[src/rtl/pad_control_seq_if.sv]
// Register bus between the system interconnect and pad_control_seq.
// The master drives requests; the slave answers one cycle later.
interface pad_control_seq_if #(
    parameter int ADDR_W = 8
) ();
    logic              reg_valid;
    logic              reg_write;
    logic [ADDR_W-1:0] reg_addr;
    logic [31:0]       reg_wdata;
    logic              reg_rvalid;
    logic [31:0]       reg_rdata;
    logic              reg_err;

    modport master (
        output reg_valid, reg_write, reg_addr, reg_wdata,
        input  reg_rvalid, reg_rdata, reg_err
    );

    modport slave (
        input  reg_valid, reg_write, reg_addr, reg_wdata,
        output reg_rvalid, reg_rdata, reg_err
    );
endinterface

[src/rtl/pad_control_seq.sv]
// Shadowed pad attribute/mux controller with a glitch-safe commit sequence.
// Optional macro PAD_CONTROL_SEQ_DONE_IRQ_EN builds the done_irq_o pulse register.
//
// state    | meaning
// S_IDLE   | waiting for COMMIT
// S_PRE    | changing pads held safe, old mux still active
// S_SWITCH | active muxes take the shadow values
// S_POST   | changing pads held safe, new mux active
// S_APPLY  | active attributes take the shadow values
module pad_control_seq #(
    parameter int                NUM_PAD     = 16,
    parameter int                ATTR_W      = 8,
    parameter int                MUX_W       = 4,
    parameter int                SAFE_CYCLES = 4,
    parameter int                ADDR_W      = 8,
    parameter logic [ATTR_W-1:0] ATTR_RST    = '0
) (
    input  logic                      clk_i,
    input  logic                      rst_ni,
    pad_control_seq_if.slave          bus,
    output logic [NUM_PAD*ATTR_W-1:0] pad_attributes_o,
    output logic [NUM_PAD*MUX_W-1:0]  pad_muxes_o,
    output logic [NUM_PAD-1:0]        pad_safe_o,
    output logic                      busy_o,
    output logic                      done_irq_o
);
    typedef enum logic [2:0] {S_IDLE, S_PRE, S_SWITCH, S_POST, S_APPLY} state_t;

    localparam int            CW       = $clog2(SAFE_CYCLES + 1);
    localparam logic [CW-1:0] CNT_LOAD = CW'(SAFE_CYCLES - 1);

    state_t                      state_q, state_d;
    logic [CW-1:0]               cnt_q, cnt_d;
    logic [NUM_PAD-1:0]          chg_q, chg_d, mux_diff, safe_d;
    logic [NUM_PAD*ATTR_W-1:0]   sh_attr;
    logic [NUM_PAD*MUX_W-1:0]    sh_mux;
    logic                        lock_q, err_q;
    logic [31:0]                 idx;
    logic                        busy, is_ctrl, is_attr, is_mux, wr, req_err, wr_ok, commit;
    logic [31:0]                 rdata_d;
    logic                        unused_bits;

    assign unused_bits = ^{bus.reg_addr[1:0], bus.reg_wdata};
    assign busy   = (state_q != S_IDLE);
    assign busy_o = busy;

    always_comb begin
        idx     = 32'(bus.reg_addr[ADDR_W-1:2]);
        is_ctrl = (idx == 32'd0);
        is_attr = (idx >= 32'd1) && (idx <= 32'(NUM_PAD));
        is_mux  = (idx > 32'(NUM_PAD)) && (idx <= 32'(2 * NUM_PAD));
        wr      = bus.reg_valid && bus.reg_write;
        req_err = bus.reg_valid && (
                      !(is_ctrl || is_attr || is_mux)
                   || (wr && (is_attr || is_mux) && (busy || lock_q))
                   || (wr && is_ctrl && bus.reg_wdata[0] && (busy || lock_q))
                   || (wr && is_ctrl && bus.reg_wdata[1] && busy));
        wr_ok   = wr && !req_err;
        commit  = wr_ok && is_ctrl && bus.reg_wdata[0];
    end

    always_comb begin
        rdata_d = '0;
        if (bus.reg_valid && !bus.reg_write) begin
            if (is_ctrl) rdata_d = {28'b0, err_q, busy, lock_q, 1'b0};
            for (int i = 0; i < NUM_PAD; i++) begin
                if (idx == 32'(i + 1))
                    rdata_d = 32'(sh_attr[i*ATTR_W +: ATTR_W]);
                if (idx == 32'(NUM_PAD + i + 1))
                    rdata_d = 32'(sh_mux[i*MUX_W +: MUX_W]);
            end
        end
    end

    always_comb begin
        for (int i = 0; i < NUM_PAD; i++)
            mux_diff[i] = (sh_mux[i*MUX_W +: MUX_W] != pad_muxes_o[i*MUX_W +: MUX_W]);
    end

    always_comb begin
        state_d = state_q;
        cnt_d   = cnt_q;
        chg_d   = chg_q;
        case (state_q)
            S_IDLE: if (commit) begin
                chg_d = mux_diff;
                if (|mux_diff) begin
                    state_d = S_PRE;
                    cnt_d   = CNT_LOAD;
                end else begin
                    state_d = S_APPLY;
                end
            end
            S_PRE: begin
                if (cnt_q == '0) state_d = S_SWITCH;
                else             cnt_d   = cnt_q - CW'(1);
            end
            S_SWITCH: begin
                state_d = S_POST;
                cnt_d   = CNT_LOAD;
            end
            S_POST: begin
                if (cnt_q == '0) state_d = S_APPLY;
                else             cnt_d   = cnt_q - CW'(1);
            end
            S_APPLY: state_d = S_IDLE;
            default: state_d = S_IDLE;
        endcase
        // Safe mask is registered so the pad drivers see a clean edge.
        safe_d = (state_d inside {S_PRE, S_SWITCH, S_POST}) ? chg_d : '0;
    end

    always_ff @(posedge clk_i or negedge rst_ni) begin
        if (!rst_ni) begin
            state_q    <= S_IDLE;
            cnt_q      <= '0;
            chg_q      <= '0;
            pad_safe_o <= '0;
        end else begin
            state_q    <= state_d;
            cnt_q      <= cnt_d;
            chg_q      <= chg_d;
            pad_safe_o <= safe_d;
        end
    end

    always_ff @(posedge clk_i or negedge rst_ni) begin
        if (!rst_ni) begin
            sh_attr          <= {NUM_PAD{ATTR_RST}};
            sh_mux           <= '0;
            pad_attributes_o <= {NUM_PAD{ATTR_RST}};
            pad_muxes_o      <= '0;
            lock_q           <= 1'b0;
            err_q            <= 1'b0;
            bus.reg_rvalid   <= 1'b0;
            bus.reg_rdata    <= '0;
            bus.reg_err      <= 1'b0;
        end else begin
            bus.reg_rvalid <= bus.reg_valid;
            bus.reg_rdata  <= rdata_d;
            bus.reg_err    <= req_err;
            if (req_err)
                err_q <= 1'b1;
            else if (wr_ok && is_ctrl && bus.reg_wdata[3])
                err_q <= 1'b0;
            if (wr_ok && is_ctrl && bus.reg_wdata[1])
                lock_q <= 1'b1;
            for (int i = 0; i < NUM_PAD; i++) begin
                if (wr_ok && idx == 32'(i + 1))
                    sh_attr[i*ATTR_W +: ATTR_W] <= bus.reg_wdata[ATTR_W-1:0];
                if (wr_ok && idx == 32'(NUM_PAD + i + 1))
                    sh_mux[i*MUX_W +: MUX_W] <= bus.reg_wdata[MUX_W-1:0];
            end
            // Shadow writes are blocked while busy, so only changing pads differ here.
            if (state_q == S_SWITCH) pad_muxes_o      <= sh_mux;
            if (state_q == S_APPLY)  pad_attributes_o <= sh_attr;
        end
    end

`ifdef PAD_CONTROL_SEQ_DONE_IRQ_EN
    logic done_q;
    always_ff @(posedge clk_i or negedge rst_ni) begin
        if (!rst_ni) done_q <= 1'b0;
        else         done_q <= (state_q == S_APPLY);
    end
    assign done_irq_o = done_q;
`else
    assign done_irq_o = 1'b0;
`endif
endmodule

[src/flat_wrapper.sv]
// flat-port wrapper written by rule: the top's interface ports become plain ports
module pad_control_seq_flat 
#(
    parameter int                NUM_PAD     = 16,
    parameter int                ATTR_W      = 8,
    parameter int                MUX_W       = 4,
    parameter int                SAFE_CYCLES = 4,
    parameter int                ADDR_W      = 8,
    parameter logic [ATTR_W-1:0] ATTR_RST    = '0
)
  (clk_i, rst_ni, pad_attributes_o, pad_muxes_o, pad_safe_o, busy_o, done_irq_o, bus_reg_valid, bus_reg_write, bus_reg_addr, bus_reg_wdata, bus_reg_rvalid, bus_reg_rdata, bus_reg_err);
  pad_control_seq_if #(.ADDR_W(ADDR_W)) bus_i ();
  input  logic clk_i;
  input  logic rst_ni;
  output logic [NUM_PAD*ATTR_W-1:0] pad_attributes_o;
  output logic [NUM_PAD*MUX_W-1:0] pad_muxes_o;
  output logic [NUM_PAD-1:0] pad_safe_o;
  output logic busy_o;
  output logic done_irq_o;
  input wire logic [$bits(bus_i.reg_valid)-1:0] bus_reg_valid;
  input wire logic [$bits(bus_i.reg_write)-1:0] bus_reg_write;
  input wire logic [$bits(bus_i.reg_addr)-1:0] bus_reg_addr;
  input wire logic [$bits(bus_i.reg_wdata)-1:0] bus_reg_wdata;
  output wire logic [$bits(bus_i.reg_rvalid)-1:0] bus_reg_rvalid;
  output wire logic [$bits(bus_i.reg_rdata)-1:0] bus_reg_rdata;
  output wire logic [$bits(bus_i.reg_err)-1:0] bus_reg_err;
  assign bus_i.reg_valid = bus_reg_valid;
  assign bus_i.reg_write = bus_reg_write;
  assign bus_i.reg_addr = bus_reg_addr;
  assign bus_i.reg_wdata = bus_reg_wdata;
  assign bus_reg_rvalid = bus_i.reg_rvalid;
  assign bus_reg_rdata = bus_i.reg_rdata;
  assign bus_reg_err = bus_i.reg_err;
  pad_control_seq #(.NUM_PAD(NUM_PAD), .ATTR_W(ATTR_W), .MUX_W(MUX_W), .SAFE_CYCLES(SAFE_CYCLES), .ADDR_W(ADDR_W), .ATTR_RST(ATTR_RST)) u_core (.clk_i(clk_i), .rst_ni(rst_ni), .bus(bus_i), .pad_attributes_o(pad_attributes_o), .pad_muxes_o(pad_muxes_o), .pad_safe_o(pad_safe_o), .busy_o(busy_o), .done_irq_o(done_irq_o));
endmodule
[config.mk]
export PLATFORM = sky130hd
export DESIGN_NAME = pad_control_seq_flat
export DESIGN_NICKNAME = d
export VERILOG_FILES = /design/src/rtl/pad_control_seq_if.sv /design/src/rtl/pad_control_seq.sv /design/src/flat_wrapper.sv
export SDC_FILE = /design/constraint.sdc
export NUM_CORES = 1
export LEC_CHECK = 0
export BUFFER_PORTS_ARGS = -buffer_cell sky130_fd_sc_hd__buf_2
export CELL_PAD_IN_SITES_DETAIL_PLACEMENT = 0
export CELL_PAD_IN_SITES_GLOBAL_PLACEMENT = 1
export CORE_MARGIN = 2
export CORE_UTILIZATION = 47
export DETAILED_ROUTE_END_ITERATION = 10
export PLACE_DENSITY_LB_ADDON = 0.2
export SLEW_MARGIN = 40
export SYNTH_ARGS = -nofsm -noshare
export SYNTH_HDL_FRONTEND = slang
export SYNTH_SLANG_ARGS = --single-unit
export TNS_END_PERCENT = 1
[constraint.sdc]
create_clock -name clk_i -period 3.1 [get_ports clk_i]
set_input_delay 0.465 -clock clk_i [delete_from_list [all_inputs] [get_ports clk_i]]
set_output_delay 0.465 -clock clk_i [all_outputs]
set_load 0.05 [all_outputs]
# Word-level counts from Yosys, hierarchy flattened
# Index checks and enable logic that the tools add are counted.
[word_totals] ff_bits=458 input_bits=44 wordCells=223 out_inout_bits=244
[op_classes] muxes=48 n_lt_le_gt_ge=4 addsub=1 reduce_logical=69 n_eq_ne=58
[ops] cell="2-to-1 mux 8 bit" n=32
[ops] cell="== test 6 x 5 -> 1 bit (second input constant)" n=16
[ops] cell="!= test 4 bit" n=16
[ops] cell="logical AND 1 bit" n=49
[ops] cell="== test 6 x 4 -> 1 bit (second input constant)" n=8
[ops] cell="2-to-1 mux 16 bit" n=3
[ops] cell="2-to-1 mux 32 bit" n=1
[ops] cell="== test 6 x 3 -> 1 bit (second input constant)" n=4
[ops] cell="2-to-1 mux 3 bit" n=7
[ops] cell="OR reduction 16 bit" n=1
[ops] cell="== test 3 x 2 -> 1 bit (second input constant)" n=4
[ops] cell="== test 6 x 2 -> 1 bit (second input constant)" n=2
[ops] cell="case mux 3 bit (4 select lines)" n=1
[ops] cell="case mux 3 bit (3 select lines)" n=1
[ops] cell="nonzero test 3 bit" n=3
[ops] cell="logical OR 1 bit" n=7
[ops] cell="== test 3 x 1 -> 1 bit (second input constant)" n=2
[ops] cell="== test 6 x 1 -> 1 bit (second input constant)" n=1
[ops] cell="== test 6 bit (second input constant)" n=1
[ops] cell="greater-or-equal comparator 6 x 1 -> 1 bit (second input constant)" n=1
[ops] cell="greater-than comparator 6 x 5 -> 1 bit (second input constant)" n=1
[ops] cell="less-or-equal comparator 6 x 5 -> 1 bit (second input constant)" n=1
[ops] cell="less-or-equal comparator 6 bit (second input constant)" n=1
[ops] cell="logical NOT 3 bit" n=2
[ops] cell="11 further kinds" n=15

# Logic depth before layout (Yosys ltp)
[logic_depth] word_depth=35 ltp_mapped=10 mapped_depth_nobuf=8

# Worst setup path after synthesis
# No wires, ideal clock.
[synth_timing] kind="in2reg" startpoint="input port bus_reg_addr[4]" endpoint="register u_core.sh_attr[112]" n_path_buf=2 cell_stages=8 setup_ns=0.125 arrival_ns=2.663 path_slack_ns=0.312 required_ns=2.975 cell_sequence="or4_4 a2111oi_2 a21oi_1 or2_1 buf_6 buf_6 nor3_4 mux2_4"
[synth_between] elab_chain_cells=12 word_cells_on_any_way=26 classes_between="order compare: 4; eq/ne: 1; reduce/logical: 21"
[synth_lines] element="start, declared" line="flat_wrapper.sv:22" source="input wire logic [$bits(bus_i.reg_addr)-1:0] bus_reg_addr;"
[synth_lines] element="greater-or-equal comparator 6 x 1 -> 1 bit, or another cell as far along" line="pad_control_seq.sv:50" source="is_attr = (idx >= 32'd1) && (idx <= 32'(NUM_PAD));"
[synth_lines] element="logical AND 1 bit (on tied branches)" line="pad_control_seq.sv:50, pad_control_seq.sv:51"
[synth_lines] element="logical OR 1 bit (on tied branches)" line="pad_control_seq.sv:54, pad_control_seq.sv:55"
[synth_lines] element="logical OR 1 bit or logical AND 1 bit (tied branches)" line="pad_control_seq.sv:54, pad_control_seq.sv:55"
[synth_lines] element="logical NOT 1 bit or logical AND 1 bit (tied branches)" line="pad_control_seq.sv:54, pad_control_seq.sv:55"
[synth_lines] element="logical OR 1 bit" line="pad_control_seq.sv:55" source="|| (wr && (is_attr || is_mux) && (busy || lock_q))"
[synth_lines] element="logical OR 1 bit" line="pad_control_seq.sv:56" source="|| (wr && is_ctrl && bus.reg_wdata[0] && (busy || lock_q))"
[synth_lines] element="logical OR 1 bit" line="pad_control_seq.sv:57" source="|| (wr && is_ctrl && bus.reg_wdata[1] && busy));"
[synth_lines] element="logical AND 1 bit" line="pad_control_seq.sv:53" source="req_err = bus.reg_valid && ("
[synth_lines] element="logical NOT 1 bit" line="pad_control_seq.sv:58" source="wr_ok = wr && !req_err;"
[synth_lines] element="logical AND 1 bit" line="pad_control_seq.sv:58"
[synth_lines] element="logical AND 1 bit *" line="pad_control_seq.sv:149" source="if (wr_ok && idx == 32'(i + 1))"
[synth_lines] element="end signal, assigned" line="pad_control_seq.sv:129" source="sh_attr <= {NUM_PAD{ATTR_RST}};"
[synth_lines] element="end signal, assigned by index" line="pad_control_seq.sv:150" source="sh_attr[i*ATTR_W +: ATTR_W] <= bus.reg_wdata[ATTR_W-1:0];"
[synth_lines] element="end, declared" line="pad_control_seq.sv:35" source="logic [NUM_PAD*ATTR_W-1:0] sh_attr;"
# Mark *: on every way between the ends. The rest lies on a longest branch, timed or not.
# A chain may end at the register's enable or synchronous reset.

# Worst setup path in the final report
[layout_timing] startpoint="register u_core.state_q[2]" endpoint="register u_core.sh_attr[0]"
[layout_between] elab_chain_cells=10 word_cells_on_any_way=12 classes_between="reduce/logical: 12"
[layout_lines] element="start, declared" line="pad_control_seq.sv:32" source="state_t state_q, state_d;"
[layout_lines] element="start signal, assigned" line="pad_control_seq.sv:120" source="state_q <= state_d;"
[layout_lines] element="nonzero test 3 bit *" line="pad_control_seq.sv:44" source="assign busy = (state_q != S_IDLE);"
[layout_lines] element="logical OR 1 bit" line="pad_control_seq.sv:55, pad_control_seq.sv:56"
[layout_lines] element="logical AND 1 bit" line="pad_control_seq.sv:55"
[layout_lines] element="logical OR 1 bit" line="pad_control_seq.sv:55"
[layout_lines] element="logical OR 1 bit" line="pad_control_seq.sv:56"
[layout_lines] element="logical OR 1 bit *" line="pad_control_seq.sv:57"
[layout_lines] element="logical AND 1 bit *" line="pad_control_seq.sv:53"
[layout_lines] element="logical NOT 1 bit *" line="pad_control_seq.sv:58"
[layout_lines] element="logical AND 1 bit *" line="pad_control_seq.sv:58"
[layout_lines] element="logical AND 1 bit *" line="pad_control_seq.sv:149"
# Marks and branches as above.

==> metrics.md <==
| Metric | Value |
|---|---|
| Clk Latency, worst-skew pair | 0.58 ns |
| Slew Limit Headroom | 0.401 |
| Core area | 40000 um^2 |
| Detailed Route WL | 54700 um |
| Fmax | 0.343 GHz |
| Clock Skews | 0.0154 ns |
| Largest net degree at the start of global routing | 129 |
| Register area | 10900 um^2 |
| Cell count after synthesis | 1420 |
| Initial antenna violation count | 4 |
| Layout cells sized above 1 | 0.477 |
| Slew @ Worst Pin | 0.888 ns |
| Area occupied by multi-input gates | 7870 um^2 |
| Avg Cell Area, Syn | 13.5 um^2 |
| Overall routing resource usage | 0.261 |
| Count leader, synth | dfrtp_1 |
| Worst EP required | 3.55 ns |
| Max IR drop VDD | 0.393 mV |
| WHS Path Cells | 1 |
| Tmin final | 2.92 ns |
| Synth top area share | 0.567 |
| Yosys top cell by area | dfrtp_1 |
| Die area | 42400 um^2 |
| Setup violators final | 0 |
| Cell Int Power | 9.47 mW |
| Remaining Overflow, GRT | 0 |
| Final Cycle Share | 0.942 |
| Status | completed |
| First DRT Iteration DRCs | 864 |
| Starting Density | 0.479 |
| Max-cap viol count | 0 |
| Clock network fraction of design power | 0.445 |
| Sequential fraction of the synthesis area | 0.567 |
| Synth area leaders | dfrtp_1 57%, mux2_2 21%, xor2_1 2.6% |
| R2R depth | 8 |
| Post-Syn Area | 19200 um^2 |
| DP Worst Slack | 0.0154 ns |
| First-pass GRT wire length | 82100 um |
| Final Hold Fails | 0 |
| Synth Area in XOR/XNOR | 0.0297 |
| Critical-path cell list | or3_4 -> a2111oi_2 -> a21oi_1 -> or2_2 -> buf_12 -> nor3_4 -> buf_4 -> mux2_2 |
| Filler cells | 3314 |
| Power per cell area | 536 nW/um^2 |
| Clk root buf | clkbuf_16 |
| Setup TNS | 0 ns |
| ANT nets after route | 0 |
| Slew Viols, Final | 0 |
| Largest delay share family, worst path | simple AND/OR/NAND/NOR gates |
| Largest family of logic cells by synthesized area | multiplexers |
| Most frequent cells after synthesis | 434 x dfrtp_1, 364 x mux2_2, 79 x nor2_1 |
| Mean number of vias per cell | 5.65 |
| Unrepaired setup endpoints after global routing | false |
| Worst setup margin | 0.181 ns |
| Primary FF master, synth | dfrtp_1 |
| Simple-gate portion of the synthesized area | 0.0704 |
| Yosys cell types | 73 |
| Die W | 206 um |
| CTS Buf Count | 46 |
| Synth warn | 0 |
| Reg2reg start | u_core.state_q[2] |
| Number of I/O port buffers | 236 |
| R2R Path End | u_core.sh_attr[0] |
| Power consumption | 12.5 mW |
| Register-to-register setup slack | 0.18 ns |
| Die H | 206 um |
| CTS clock-pin slew for the worst setup and hold paths | 0.06 ns |
| Area delta synth->final | 21.8% |
| Setup Crit Path Kind | reg2reg |
| Switching Power | 3.04 mW |
| Switching share of power | 0.243 |
| Mux contribution to synthesized area | 0.242 |
| Critical Path AT | 3.37 ns |
| Logic pwr share | 0.074 |
| Layout Nets | 1782 |
| Clk sinks | 434 |
| Vias | 12980 |
| Clk buf depth | 3 |
| Slowest cell on crit path | or3_4 |
| Row count | 73 |
| Max incr delay on CP | 0.46 ns |
| DP Wirelength | 39400 um |
| Residual DRC | 0 |
| CP Buf/Inv Count | 2 |
| CP Launch Type | register |
| CTS H-tree lvls | 2 |
| CP endpoint kind | register |
| Asr flop ratio synth | 1.00 |
| DP Cell Count | 2212 |
| Fin cells | 2297 |
| Post-DR wirelength/cell | 23.8 um |
| Worst min-delay path class | in2reg |
| Register bit total from synthesis | 434 |
| Setup bufs post-CTS | 0 |
| Post-synthesis compound-gate area fraction | 0.0617 |
| Hold endpoint | u_core.bus.reg_rvalid |
| Number of global-route vias before repair | 13032 |
| Crit-path max FO | 12 |
| Adder-Cell Fraction of Synth Area | 0.00131 |
| Number of flops mapped to enable cells by yosys | 0 |
| CTS tree | built |
| Pre-antenna DRT Iters | 7 |
| GP Congestion | 0.925 |
| Leak | 12.3 nW |
| Top-level port count | 288 |
| Sequential share of power | 0.480 |
| Hold Crit Start | bus_reg_valid |
layout by cell type, fill, tap and decap left out, types with 4 or more instances in the layout:
cell type	n
nand4_1	7
mux2i_1	5
buf_4	77
o22ai_1	14
mux2_4	24
xor2_1	57
xnor2_1	8
nor4b_1	4
nand3_1	13
nor3_2	5
o21ai_0	19
clkbuf_8	8
dfrtp_1	434
mux2_2	364
nor4_1	18
conb_1	25
nor2_1	79
a21oi_1	36
a22o_1	5
clkinv_2	9
clkbuf_16	47
nor3_1	12
inv_1	7
a211oi_1	15
buf_2	235
clkbuf_1	10
buf_12	30
a32oi_1	4
nor3_4	7
mux4_2	6
nand2_1	46
a22oi_1	34
bufinv_16	4
o221ai_1	4
nor2_2	9
a31oi_1	8
nor2b_1	6
nand2b_1	6
logic make-up (layout without fill, tap and decap cells):
kind of cell | Yosys count | after routing
DFF | 434 | 434
AOI/OAI and AO/OA | 170 | 170
buffers and inverters | 107 | 433
xor gates and xnor gates | 65 | 65
other | 1 | 27
adders and majority gates | 2 | 2
muxes | 399 | 399
and+or+nand+nor | 242 | 242
routing by layer:
metal / vias up / GRT usage / wire (um)
met5: - / 0 / 22
li1: 5776 / - / -
met2: 416 / 0.402 / 25000
met4: 4 / 0.0982 / 1910
met1: 6687 / 0.363 / 24100
met3: 97 / 0.0564 / 3610
flip-flops by register name, summed over array words and instances, names as in the netlist:
name and count:
u_core.bus.reg_err 1, u_core.bus.reg_rdata 8, u_core.bus.reg_rvalid 1, u_core.chg_q 16
u_core.cnt_q 3, u_core.err_q 1, u_core.lock_q 1, u_core.pad_attributes_o 128
u_core.pad_muxes_o 64, u_core.pad_safe_o 16, u_core.sh_attr 128, u_core.sh_mux 64
u_core.state_q 3
worst max path at each step:
stage	cells after the start	slack (ns)	endpoint	start
final	8	0.18	u_core.sh_attr[0]	u_core.state_q[2]
after global routing	8	0.04	u_core.sh_attr[1]	u_core.state_q[2]
after CTS	7	0.21	u_core.sh_mux[52]	u_core.state_q[2]
after detailed placement	8	0.02	u_core.sh_mux[52]	bus_reg_addr[4]
after global placement	9	0.02	u_core.sh_attr[2]	bus_reg_addr[4]
after floorplan	8	0.31	u_core.sh_attr[112]	bus_reg_addr[4]
final cells by class:
type,count,share of cell area
diodes,2,0.000215
clock buffers,65,0.0568
clock inverters,17,0.00864
inverters,7,0.00113
multi-input cells,903,0.337
flip-flops and latches,434,0.466
well taps,525,0.0282
repair buffers,344,0.102
power by group through the flow:
| stage | Clock, mW | Sequential, mW | Combinational (mW) |
|---|---|---|---|
| 5_1_grt | 5.91 | 6.02 | 1.00 |
| 2_1_floorplan | 0 | 6.05 | 0.517 |
| 3_3_place_gp | 0 | 6.10 | 0.922 |
| 6_report | 5.57 | 6.01 | 0.930 |
| 3_5_place_dp | 0 | 6.10 | 0.932 |
| 4_1_cts | 5.67 | 6.00 | 0.938 |
through the flow:
stage | cell area [um^2] | hold slack (ns) | utilization
after detailed placement | 21800 | 0.468 | 0.545
after floorplan | 19200 | 0.169 | -
after CTS | 23300 | 0.0275 | 0.583
final | 23300 | 0.0525 | 0.583
after global placement | 21800 | 0.472 | 0.545
after global routing | 23300 | 0.0415 | 0.583
timing repair:
item / CTS / global route
resized for setup: 0 / 0
hold buffers: 1 / 0
endpoints found under the hold margin: 62 / 0
No activity file was read; power rests on OpenSTA's default activity.
